<file path="config.mk">
export PLATFORM = sky130hd
export DESIGN_NAME = dsram_responder
export DESIGN_NICKNAME = d
export VERILOG_FILES = /design/src/rtl/dsram_responder.sv
export SDC_FILE = /design/constraint.sdc
export NUM_CORES = 1
export LEC_CHECK = 0
export CAP_MARGIN = 40
export CORE_MARGIN = 5
export CORE_UTILIZATION = 30
export DETAILED_ROUTE_END_ITERATION = 8
export HOLD_SLACK_MARGIN = 0.02
export PLACE_DENSITY = 0.64
export SKIP_CTS_REPAIR_TIMING = 1
export SYNTH_ARGS = -nofsm -noshare
export SYNTH_HDL_FRONTEND = slang
export SYNTH_SLANG_ARGS = --single-unit
</file>
<file path="constraint.sdc">
create_clock -name clk -period 4.5 [get_ports clk]
set_input_delay 0.9 -clock clk [delete_from_list [all_inputs] [get_ports clk]]
set_output_delay 0.9 -clock clk [all_outputs]
set_load 0.01 [all_outputs]
</file>
<file path="src/rtl/dsram_responder.sv">
// Purpose : memory-side responder turning dtlb data-SRAM requests into one bus transaction each.
// Latency : 4 cycles minimum per access (accept, REQ, WAIT, DONE); stallreq held until DONE.
// Backpress: request held stable on bus_req_* until bus_req_ready; single outstanding transaction.
//
// Ports:
//   clk, rst (async active-low), flush         - clock, reset, pipeline flush
//   data_sram_en/wen/sel/addr/wdata            - pipeline request
//   data_sram_rdata, stallreq                  - registered load data, pipeline stall
//   bus_req_valid/ready/wr/strb/size/addr/wdata - valid/ready request channel
//   bus_resp_valid, bus_resp_data              - valid-only response channel
//   bus_timeout                                - one-cycle pulse during a forced completion
module dsram_responder #(
    parameter int unsigned TIMEOUT  = 1023,
    parameter logic [31:0] ERR_DATA = 32'hDEAD_BEEF
) (
    input  logic        clk,
    input  logic        rst,
    input  logic        flush,
    input  logic        data_sram_en,
    input  logic        data_sram_wen,
    input  logic [3:0]  data_sram_sel,
    input  logic [31:0] data_sram_addr,
    input  logic [31:0] data_sram_wdata,
    output logic [31:0] data_sram_rdata,
    output logic        stallreq,
    output logic        bus_req_valid,
    input  logic        bus_req_ready,
    output logic        bus_req_wr,
    output logic [3:0]  bus_req_strb,
    output logic [1:0]  bus_req_size,
    output logic [31:0] bus_req_addr,
    output logic [31:0] bus_req_wdata,
    input  logic        bus_resp_valid,
    input  logic [31:0] bus_resp_data,
    output logic        bus_timeout
);

    typedef enum logic [1:0] {
        S_IDLE = 2'd0,
        S_REQ  = 2'd1,
        S_WAIT = 2'd2,
        S_DONE = 2'd3
    } state_t;

    // Last WAIT count before a forced completion; unused when TIMEOUT is 0.
    localparam logic [31:0] TMO_LAST = (TIMEOUT == 0) ? 32'd0 : 32'(TIMEOUT - 1);

    state_t      state_q, state_d;
    logic        valid_q, valid_d;
    logic        wr_q, wr_d;
    logic [3:0]  strb_q, strb_d;
    logic [1:0]  size_q, size_d;
    logic [31:0] addr_q, addr_d;
    logic [31:0] wdata_q, wdata_d;
    logic [31:0] cnt_q, cnt_d;
    logic [31:0] rdata_q, rdata_d;
    logic        tmo_q, tmo_d;

    // Store size from byte enables: aligned halves are size 1, single bytes size 0,
    // everything else (full word or irregular masks) goes out as a word with strobes.
    function automatic logic [1:0] store_size(input logic [3:0] sel);
        case (sel)
            4'b0011, 4'b1100:                   store_size = 2'd1;
            4'b0001, 4'b0010, 4'b0100, 4'b1000: store_size = 2'd0;
            default:                            store_size = 2'd2;
        endcase
    endfunction

    always_comb begin
        state_d = state_q;
        valid_d = valid_q;
        wr_d    = wr_q;
        strb_d  = strb_q;
        size_d  = size_q;
        addr_d  = addr_q;
        wdata_d = wdata_q;
        cnt_d   = cnt_q;
        rdata_d = rdata_q;
        tmo_d   = 1'b0;
        case (state_q)
            S_IDLE: begin
                if (data_sram_en && !flush) begin
                    state_d = S_REQ;
                    valid_d = 1'b1;
                    wr_d    = data_sram_wen;
                    strb_d  = data_sram_wen ? data_sram_sel : 4'b0000;
                    size_d  = data_sram_wen ? store_size(data_sram_sel) : 2'd2;
                    addr_d  = data_sram_addr;
                    wdata_d = data_sram_wdata;
                end
            end
            S_REQ: begin
                // Flush is deliberately ignored here: valid is never withdrawn.
                if (bus_req_ready) begin
                    state_d = S_WAIT;
                    valid_d = 1'b0;
                    cnt_d   = 32'd0;
                end
            end
            S_WAIT: begin
                if (bus_resp_valid) begin
                    if (!wr_q) rdata_d = bus_resp_data;
                    state_d = S_DONE;
                end else if (TIMEOUT != 0 && cnt_q == TMO_LAST) begin
                    if (!wr_q) rdata_d = ERR_DATA;
                    state_d = S_DONE;
                    tmo_d   = 1'b1;
                end else begin
                    cnt_d = cnt_q + 32'd1;
                end
            end
            S_DONE: begin
                // The pipeline still shows the completed request this cycle; do not re-latch it.
                state_d = S_IDLE;
            end
            default: state_d = S_IDLE;
        endcase
    end

    always_ff @(posedge clk or negedge rst) begin
        if (!rst) begin
            state_q <= S_IDLE;
            valid_q <= 1'b0;
            wr_q    <= 1'b0;
            strb_q  <= 4'b0000;
            size_q  <= 2'd0;
            addr_q  <= 32'd0;
            wdata_q <= 32'd0;
            cnt_q   <= 32'd0;
            rdata_q <= 32'd0;
            tmo_q   <= 1'b0;
        end else begin
            state_q <= state_d;
            valid_q <= valid_d;
            wr_q    <= wr_d;
            strb_q  <= strb_d;
            size_q  <= size_d;
            addr_q  <= addr_d;
            wdata_q <= wdata_d;
            cnt_q   <= cnt_d;
            rdata_q <= rdata_d;
            tmo_q   <= tmo_d;
        end
    end

    assign bus_req_valid   = valid_q;
    assign bus_req_wr      = wr_q;
    assign bus_req_strb    = strb_q;
    assign bus_req_size    = size_q;
    assign bus_req_addr    = addr_q;
    assign bus_req_wdata   = wdata_q;
    assign data_sram_rdata = rdata_q;
    assign bus_timeout     = tmo_q;

    // Stall from the accepting cycle until the transaction reaches DONE.
    assign stallreq = ((state_q == S_IDLE) && data_sram_en && !flush)
                    || (state_q == S_REQ) || (state_q == S_WAIT);

endmodule
</file>
==> flow_summary.yaml, run 1 <==
finish:
  layout_common_cells: "nand2_1 (233), clkdlybuf4s50_1 (211), dfrtp_1 (139)"
  area.growth.synth_to_final_pct: 47.4
  finalCoreUtilization_pct: 44.5
  mostFrequentLayoutCell: "nand2_1"
  final_net_count: 979
  final.fill_count: 2000
  drive_gt1_share_pct: 6.71
  fin_area_sq_um: 9300
  final_standard_cell_count_with_taps_included_and_fillers_excluded: 1154
  antenna-diode-count: 0
critical_path:
  crit-reg2reg-capture: "cnt_q[1]"
  type_of_the_worst_setup_path: "primary input to output port"
  critPathTopFamily: "buffers and inverters"
  worst_setup_sp_type: "primary input"
  r2r_start: "state_q[0]"
  critical_path.cell_chain: "clkdlybuf4s50_1 > nor3_2 > or3_1 > clkdlybuf4s50_1"
  r2r_worst_path_depth: 7
  critical_path.most_common_cell: "clkdlybuf4s50_1"
  worstPathMaxFanout: 3
  worst_ep_arrival_time_ns: 2.32
  crit_path_end_kind: "output port"
  timing.reg2reg.setup_slack_ns: 1.85
  slowest_delay_ns: 0.51
  path_buf_inv: 2
  cp.required_ns: 3.60
  critical-path-slowest-cell: "clkdlybuf4s50_1"
drt:
  detail_route.iter0.violations: 290
  drt_pass_1_iters: 5
  route.met2.wl_um: 8810
  drt-vias-per-instance: 4.93
  vias: 5687
  met3RoutedLength_um: 1850
  antenna_violating_nets_post_route: 0
  wl_um: 19300
  wire_length_on_met1_um: 8240
  post_drt_wl_per_cell_um: 16.7
  top_metal_used: "met4"
  route.detailed.drc: 0
cts:
  cts_root_buf: "clkbuf_16"
  clock_latency_ns: 0.42
  cts_inserted_buffers: 17
  h-tree-depth: 4
  clock_path_buffers: 2
  clk_transition_reported_paths_ns: 0.06
  cts_num_sinks: 139
  cts_tree: "done"
global_routing:
  grt_first_pass_wirelength_um: 31300
  via_count_of_the_first_global_routing_pass: 5675
  grtUsageTotal_pct: 16.3
  antenna_violations_before_repair: 0
  grt_max_degree: 68
  grt-ovfl-total: 0
synth:
  synth_top_flop_cell: "dfrtp_1"
  synth_nets: 777
  synth.ff_latch_count: 139
  ys_types: 53
  synth-warning-count: 0
  synth_largest_type_area_fraction_pct: 55.1
  yosysTopAreaCell: "dfrtp_1"
  yosysSeqAreaShare_pct: 55.1
  post_synth_inst_count: 664
  ys_async_sr_fraction_pct: 100
  synth.avg_cell_area_sq_um: 9.50
  netlist_area_sq_um: 6310
  cell_types_occupying_the_most_area_after_synthesis: "dfrtp_1 (55%), nand2_1 (14%), o22a_1 (3.5%), nand3_1 (2.2%), a31oi_1 (1.6%)"
  edff_count_synth: 0
placement:
  io_buffers: 212
  dp_cells: 1122
  place_congestion: 0.876
  place_area_sq_um: 8720
  place_worst_setup_slack_ns: 1.27
  hpwl_um: 13600
floorplan:
  initial_core_util_pct: 30.2
  die_h_um: 155
  die-width_um: 155
  design.core.area_sq_um: 20900
  fp-row-count: 53
  floorplan.io_pins: 213
  design.die.area_sq_um: 24000
min_path:
  worstHoldPathType: "primary input to asynchronous set/reset pin"
sta:
  maxSlewViolCount: 0
  timing.clock.skew_ns: 0.0145
  timing.setup.tns_ns: 0
  hold_slack_ns: 0.409
  hold_violations: 0
  fmaxAchievable_mhz: 311
  final-setup-viol-count: 0
  layout_setup_ws_ns: 1.28
  timing_worst_slew_pin_value_ns: 0.852
  slew-limit-headroom_pct: 43.2
  crit_path_time_final_ns: 3.22
  final.period_utilization_pct: 71.5
  grt_setup_unrepaired: "no"
power:
  part_of_the_power_in_the_clock_network_pct: 24.0
  share_seq_of_total_power_pct: 35.4
  totalPowerFinal_mw: 5.80
  power_per_cell_area_nw_per_um2: 623
  power.share.combinational_pct: 40.6
  power.switching_mw: 2.02
  power.ir.vdd_worst_mv: 0.319
  power.share.switching_pct: 34.8
  internal_power_mw: 3.78
  leakage_power_nw: 4.09
flow_run:
  max-cap-violations: 0
status:
  run_status: "finished, final reports clean"
==> metal layers <==
layer	GRT usage, %	vias up
met3	7.01	25
met2	25.1	212
li1	-	2717
met5	0	-
met4	5.38	0
met1	20.5	2733
==> power groups by stage <==
stage                     sequential [mW]  combinational (mW)  clock (mW)
after CTS                            2.05                2.39        1.44
after global placement               2.04                2.35           0
final                                2.05                2.35        1.39
after floorplan                      2.23               0.877           0
after detailed placement             2.06                2.39           0
after global routing                 2.12                2.56        1.50
==> registers in the layout (all words and copies together), names as in the netlist <==
signal           cells
bus_req_addr        32
bus_req_wdata       32
state_q              2
cnt_q               32
bus_req_wr           1
bus_req_valid        1
bus_req_strb         4
bus_timeout          1
bus_req_size         2
data_sram_rdata     32
==> synth_stat cells, types with 7 or more instances <==
master	n
nand4_1	13
inv_1	16
a21oi_1	9
o21ai_0	7
and3_1	15
o211ai_1	7
o22a_1	25
nor3_1	8
nor2_1	7
nor3b_1	7
nand2_1	233
nand3_1	28
or3_1	7
dfrtp_1	139
a22o_1	9
nor4_1	7
clkbuf_1	24
a31oi_1	16
==> area by class of cell <==
type / count / area, sq um / share of cell area (%)
Sequential cell: 139 / 3480 / 37.4
Clock buffer: 20 / 457 / 4.91
Clock inverter: 12 / 128 / 1.37
Inverter: 17 / 63.8 / 0.686
Tap cell: 275 / 344 / 3.70
Multi-Input combinational cell: 467 / 2570 / 27.7
Timing Repair Buffer: 224 / 2260 / 24.3
==> worst max path at each step <==
stage / startpoint / endpoint / slack (ns) / depth (start not counted)
4_1_cts: flush / stallreq / 1.26 / 4
5_1_grt: data_sram_en / stallreq / 1.22 / 5
6_report: flush / stallreq / 1.28 / 4
3_5_place_dp: flush / stallreq / 1.27 / 4
3_3_place_gp: cnt_q[0] / data_sram_rdata[3] / 1.27 / 7
2_1_floorplan: data_sram_en / stallreq / 1.85 / 4
==> worst register-to-register path, stage by stage (launching register included) <==
cell	delay (ns)
dfrtp_1	0.40
inv_1	0.11
ha_1	0.20
buf_4	0.37
mux2i_2	0.13
buf_4	0.25
a21oi_2	0.67
mux2_2	0.41
==> cells by family after synthesis <==
kind of cell / Yosys count / synth area share, %
AOI/OAI and AO/OA: 99 / 12.3
muxes: 6 / 1.03
buffers and inverters: 58 / 4.20
and+or+nand+nor: 354 / 25.9
DFF: 139 / 55.1
adders and majority gates: 6 / 1.19
xor gates and xnor gates: 2 / 0.278
(Power assumes the default switching activity.)
==> run 2: changes to the inputs <==
--- a/config.mk
+++ b/config.mk
@@ -10,7 +10,7 @@
 export CORE_UTILIZATION = 30
 export DETAILED_ROUTE_END_ITERATION = 8
 export HOLD_SLACK_MARGIN = 0.02
-export PLACE_DENSITY = 0.64
+export PLACE_DENSITY = 0.66
 export SKIP_CTS_REPAIR_TIMING = 1
 export SYNTH_ARGS = -nofsm -noshare
 export SYNTH_HDL_FRONTEND = slang
==> constraint.sdc (replaced) <==
create_clock -name clk -period 2.84 [get_ports clk]
set_input_delay 0.568 -clock clk [delete_from_list [all_inputs] [get_ports clk]]
set_output_delay 0.568 -clock clk [all_outputs]
set_load 0.01 [all_outputs]
==> run 2 against run 1 <==
Effect of this change: cell count grew 0.87%; sequential cell count is the same; register-to-register slack lost 1.5 ns; global-route usage grew 0.48 points; hold slack lost 0.30 ns; sequential power grew 58%; count of clock-buffer cells in the layout shrank 2; via count grew 0.90%; critical path type is now flop to output port; critical endpoint unchanged; largest cell class unchanged.
==> flow_summary.yaml, run 2 (synthesized netlist as in run 1, its figures left out) <==
drt:
  vias: 5738
  route.detailed.drc: 0
  drt_pass_1_iters: 6
  detail_route.iter0.violations: 454
  post_drt_wl_per_cell_um: 16.8
  antenna_violating_nets_post_route: 0
  wl_um: 19500
  drt-vias-per-instance: 4.93
global_routing:
  grt_first_pass_wirelength_um: 32200
  grt-ovfl-total: 0
  via_count_of_the_first_global_routing_pass: 5917
  antenna_violations_before_repair: 0
  grt_max_degree: 68
  grtUsageTotal_pct: 16.7
min_path:
  worstHoldPathType: "primary input to asynchronous set/reset pin"
critical_path:
  crit_path_end_kind: "output port"
  cp.required_ns: 2.27
  worst_setup_sp_type: "flop"
  worstPathMaxFanout: 6
  path_buf_inv: 2
  critPathTopFamily: "buffers and inverters"
  worst_ep_arrival_time_ns: 2.08
  r2r_start: "cnt_q[0]"
  critical-path-slowest-cell: "clkdlybuf4s50_1"
  r2r_worst_path_depth: 8
  slowest_delay_ns: 0.49
  timing.reg2reg.setup_slack_ns: 0.37
  crit-reg2reg-capture: "cnt_q[31]"
  type_of_the_worst_setup_path: "flop to output port"
  critical_path.cell_chain: "inv_1 > ha_1 > or3_1 > clkdlybuf4s50_1"
floorplan:
  fp-row-count: 53
  initial_core_util_pct: 30.2
  die-width_um: 155
  die_h_um: 155
  floorplan.io_pins: 213
  design.die.area_sq_um: 24000
  design.core.area_sq_um: 20900
sta:
  fmaxAchievable_mhz: 377
  crit_path_time_final_ns: 2.65
  timing.setup.tns_ns: 0
  timing.clock.skew_ns: 0.0105
  final-setup-viol-count: 0
  hold_violations: 0
  timing_worst_slew_pin_value_ns: 0.693
  grt_setup_unrepaired: "no"
  final.period_utilization_pct: 93.3
  maxSlewViolCount: 0
  slew-limit-headroom_pct: 53.8
  layout_setup_ws_ns: 0.190
cts:
  clock_path_buffers: 2
  cts_inserted_buffers: 17
  clk_transition_reported_paths_ns: 0.07
  clock_latency_ns: 0.42
  cts_num_sinks: 139
  cts_root_buf: "clkbuf_16"
  h-tree-depth: 4
  cts_tree: "done"
placement:
  io_buffers: 212
  hpwl_um: 14000
  place_worst_setup_slack_ns: 0.285
  place_congestion: 0.868
power:
  power.ir.vdd_worst_mv: 0.521
  part_of_the_power_in_the_clock_network_pct: 24.9
  totalPowerFinal_mw: 9.37
  power.share.combinational_pct: 40.6
  power_per_cell_area_nw_per_um2: 1000
  power.share.switching_pct: 34.3
  internal_power_mw: 6.16
  share_seq_of_total_power_pct: 34.5
  power.switching_mw: 3.22
  leakage_power_nw: 4.14
flow_run:
  max-cap-violations: 0
finish:
  final_net_count: 989
  drive_gt1_share_pct: 7.76
  mostFrequentLayoutCell: "nand2_1"
  layout_common_cells: "nand2_1 (233), clkdlybuf4s50_1 (211), dfrtp_1 (139)"
  antenna-diode-count: 0
  area.growth.synth_to_final_pct: 48.6
status:
  run_status: "finished, final reports clean"
run 2: through the flow:
stage / hold WS (ns) / instances / area [sq um] / utilization, %
global placement: 0.456 / 1132 / 8760 / 41.9
detailed placement: 0.461 / 1132 / 8760 / 41.9
finish: 0.108 / 1164 / 9370 / 44.9
floorplan: 0.272 / 664 / 6310 / -
global route: 0.137 / 1164 / 9370 / 44.9
CTS: 0.119 / 1164 / 9370 / 44.9
run 2: layout make-up:
cell class	count	area (sq um)
Tap cell	275	344
Sequential cell	139	3480
Clock inverter	14	181
Timing Repair Buffer	234	2300
Fill cell	2058	11500
Clock buffer	18	429
Inverter	17	63.8
Multi-Input combinational cell	467	2570
run 2: worst max-delay path by stage:
stage | from | endpoint | slack [ns] | cells after the start
after global routing | state_q[0] | stallreq | 0.09 | 4
after global placement | data_sram_en | stallreq | 0.28 | 5
final | state_q[0] | stallreq | 0.19 | 4
after floorplan | state_q[0] | stallreq | 0.84 | 6
after detailed placement | data_sram_en | stallreq | 0.29 | 5
after CTS | state_q[0] | stallreq | 0.15 | 4
run 2: metal layers:
layer	vias to the layer above	wire length [um]	global-route usage (%)
met2	233	9070	26.4
met4	0	440	5.59
met5	-	0	0
met1	2744	8170	21.0
li1	2726	-	-
met3	35	1810	6.62
run 2: power by group through the flow:
stage                     Combinational [mW]  Sequential, mW  Clock, mW
final                                   3.81            3.23       2.33
after global routing                    4.17            3.35       2.47
after CTS                               3.87            3.24       2.39
after detailed placement                3.85            3.26          0
after global placement                  3.81            3.24          0
after floorplan                         1.39            3.53          0
==> run 3: changes to the inputs <==
--- a/config.mk
+++ b/config.mk
@@ -5,7 +5,8 @@
 export SDC_FILE = /design/constraint.sdc
 export NUM_CORES = 1
 export LEC_CHECK = 0
-export CAP_MARGIN = 40
+export CAP_MARGIN = 20
+export CORE_ASPECT_RATIO = 1.2
 export CORE_MARGIN = 5
 export CORE_UTILIZATION = 30
 export DETAILED_ROUTE_END_ITERATION = 8
==> run 3 against run 2 <==
Effect of this change: die area about the same; sequential cell count is the same; clock skew is 0.0021 ns lower; worst setup slack got worse by 0.011 ns; sequential power about the same; design area fell by 0.35%; total power down 0.33%; largest power group unchanged.
==> flow_summary.yaml, run 3 (synthesized netlist as in run 1, its figures left out) <==
floorplan:
  design.die.area_sq_um: 24000
  initial_core_util_pct: 30.3
  design.core.area_sq_um: 20800
  die-width_um: 142
  die_h_um: 169
  fp-row-count: 58
  floorplan.io_pins: 213
sta:
  timing.setup.tns_ns: 0
  maxSlewViolCount: 0
  layout_setup_ws_ns: 0.179
  hold_violations: 0
  grt_setup_unrepaired: "no"
  hold_slack_ns: 0.117
  final-setup-viol-count: 0
  timing.clock.skew_ns: 0.00840
  final.period_utilization_pct: 93.7
  slew-limit-headroom_pct: 54.1
  crit_path_time_final_ns: 2.66
  timing_worst_slew_pin_value_ns: 0.689
  fmaxAchievable_mhz: 376
min_path:
  worstHoldPathType: "primary input to asynchronous set/reset pin"
cts:
  clk_transition_reported_paths_ns: 0.06
  cts_num_sinks: 139
  cts_tree: "done"
  cts_inserted_buffers: 17
  h-tree-depth: 4
  cts_root_buf: "clkbuf_16"
  clock_path_buffers: 2
  clock_latency_ns: 0.42
drt:
  antenna_violating_nets_post_route: 0
  detail_route.iter0.violations: 351
  wl_um: 19400
  post_drt_wl_per_cell_um: 16.8
  route.detailed.drc: 0
  drt_pass_1_iters: 7
  drt-vias-per-instance: 4.90
  vias: 5659
critical_path:
  type_of_the_worst_setup_path: "flop to output port"
  crit_path_end_kind: "output port"
  slowest_delay_ns: 0.49
  critical-path-slowest-cell: "clkdlybuf4s50_1"
  crit-reg2reg-capture: "cnt_q[31]"
  worstPathMaxFanout: 3
  critPathTopFamily: "buffers and inverters"
  critical_path.cell_chain: "inv_1 > ha_1 > inv_1 > nor3_2 > or3_1 > clkdlybuf4s50_1"
  worst_setup_sp_type: "flop"
  r2r_start: "cnt_q[0]"
  critical_path.most_common_cell: "inv_1"
  worst_ep_arrival_time_ns: 2.09
  path_buf_inv: 3
  timing.reg2reg.setup_slack_ns: 0.35
  cp.required_ns: 2.27
  r2r_worst_path_depth: 8
finish:
  antenna-diode-count: 0
  area.growth.synth_to_final_pct: 48.1
  drive_gt1_share_pct: 7.24
  mostFrequentLayoutCell: "nand2_1"
  final_net_count: 984
  final_standard_cell_count_with_taps_included_and_fillers_excluded: 1154
  layout_common_cells: "nand2_1 (233), clkdlybuf4s50_1 (211), dfrtp_1 (139)"
placement:
  dp_cells: 1122
  io_buffers: 212
  hpwl_um: 13700
  place_congestion: 0.872
  place_worst_setup_slack_ns: 0.346
power:
  leakage_power_nw: 4.12
  power.switching_mw: 3.23
  totalPowerFinal_mw: 9.34
  internal_power_mw: 6.11
  share_seq_of_total_power_pct: 34.8
  power_per_cell_area_nw_per_um2: 1000
  power.ir.vdd_worst_mv: 0.513
  part_of_the_power_in_the_clock_network_pct: 24.8
  power.share.switching_pct: 34.6
  power.share.combinational_pct: 40.4
global_routing:
  grt_max_degree: 68
  grtUsageTotal_pct: 16.3
  via_count_of_the_first_global_routing_pass: 5734
  grt-ovfl-total: 0
  antenna_violations_before_repair: 0
  grt_first_pass_wirelength_um: 31100
flow_run:
  max-cap-violations: 0
status:
  run_status: "finished, final reports clean"
==> run 3: final cells by class <==
class	count	area [sq um]
timing repair buffer	229	2280
inverter	17	63.8
fill	1983	11500
tap	270	338
clock inverter	12	153
sequential	139	3480
clock buffer	20	457
multi-input combinational	467	2570
==> run 3: stage by stage <==
step	instance area (sq um)	util, %
6_report	9340	44.8
5_1_grt	9340	44.8
4_1_cts	9340	44.8
3_5_place_dp	8730	41.9
3_3_place_gp	8730	41.9
2_1_floorplan	6310	-
==> run 3: metal layers <==
layer | routed length [um] | track usage, % | share of wire [%] | vias to the layer above
li1 | - | - | - | 2719
met5 | 0 | 0 | 0 | -
met1 | 7820 | 19.8 | 40 | 2715
met3 | 1720 | 6.56 | 8.9 | 29
met4 | 434 | 5.33 | 2.2 | 0
met2 | 9400 | 26.5 | 49 | 196
==> run 3: how the worst max path moves through the flow <==
stage | startpoint | to | slack (ns) | cells after the start
3_3_place_gp | flush | stallreq | 0.36 | 4
5_1_grt | state_q[0] | stallreq | 0.06 | 6
3_5_place_dp | flush | stallreq | 0.35 | 4
6_report | state_q[0] | stallreq | 0.18 | 6
4_1_cts | state_q[0] | stallreq | 0.15 | 6
2_1_floorplan | state_q[0] | stallreq | 0.84 | 6
==> run 3: power by group through the flow <==
stage                     Sequential [mW]  Clock (mW)  Combinational [mW]
after floorplan                      3.53           0                1.39
after global placement               3.24           0                3.79
after detailed placement             3.27           0                3.82
after CTS                            3.25        2.38                3.84
after global routing                 3.36        2.47                4.11
final                                3.25        2.31                3.78
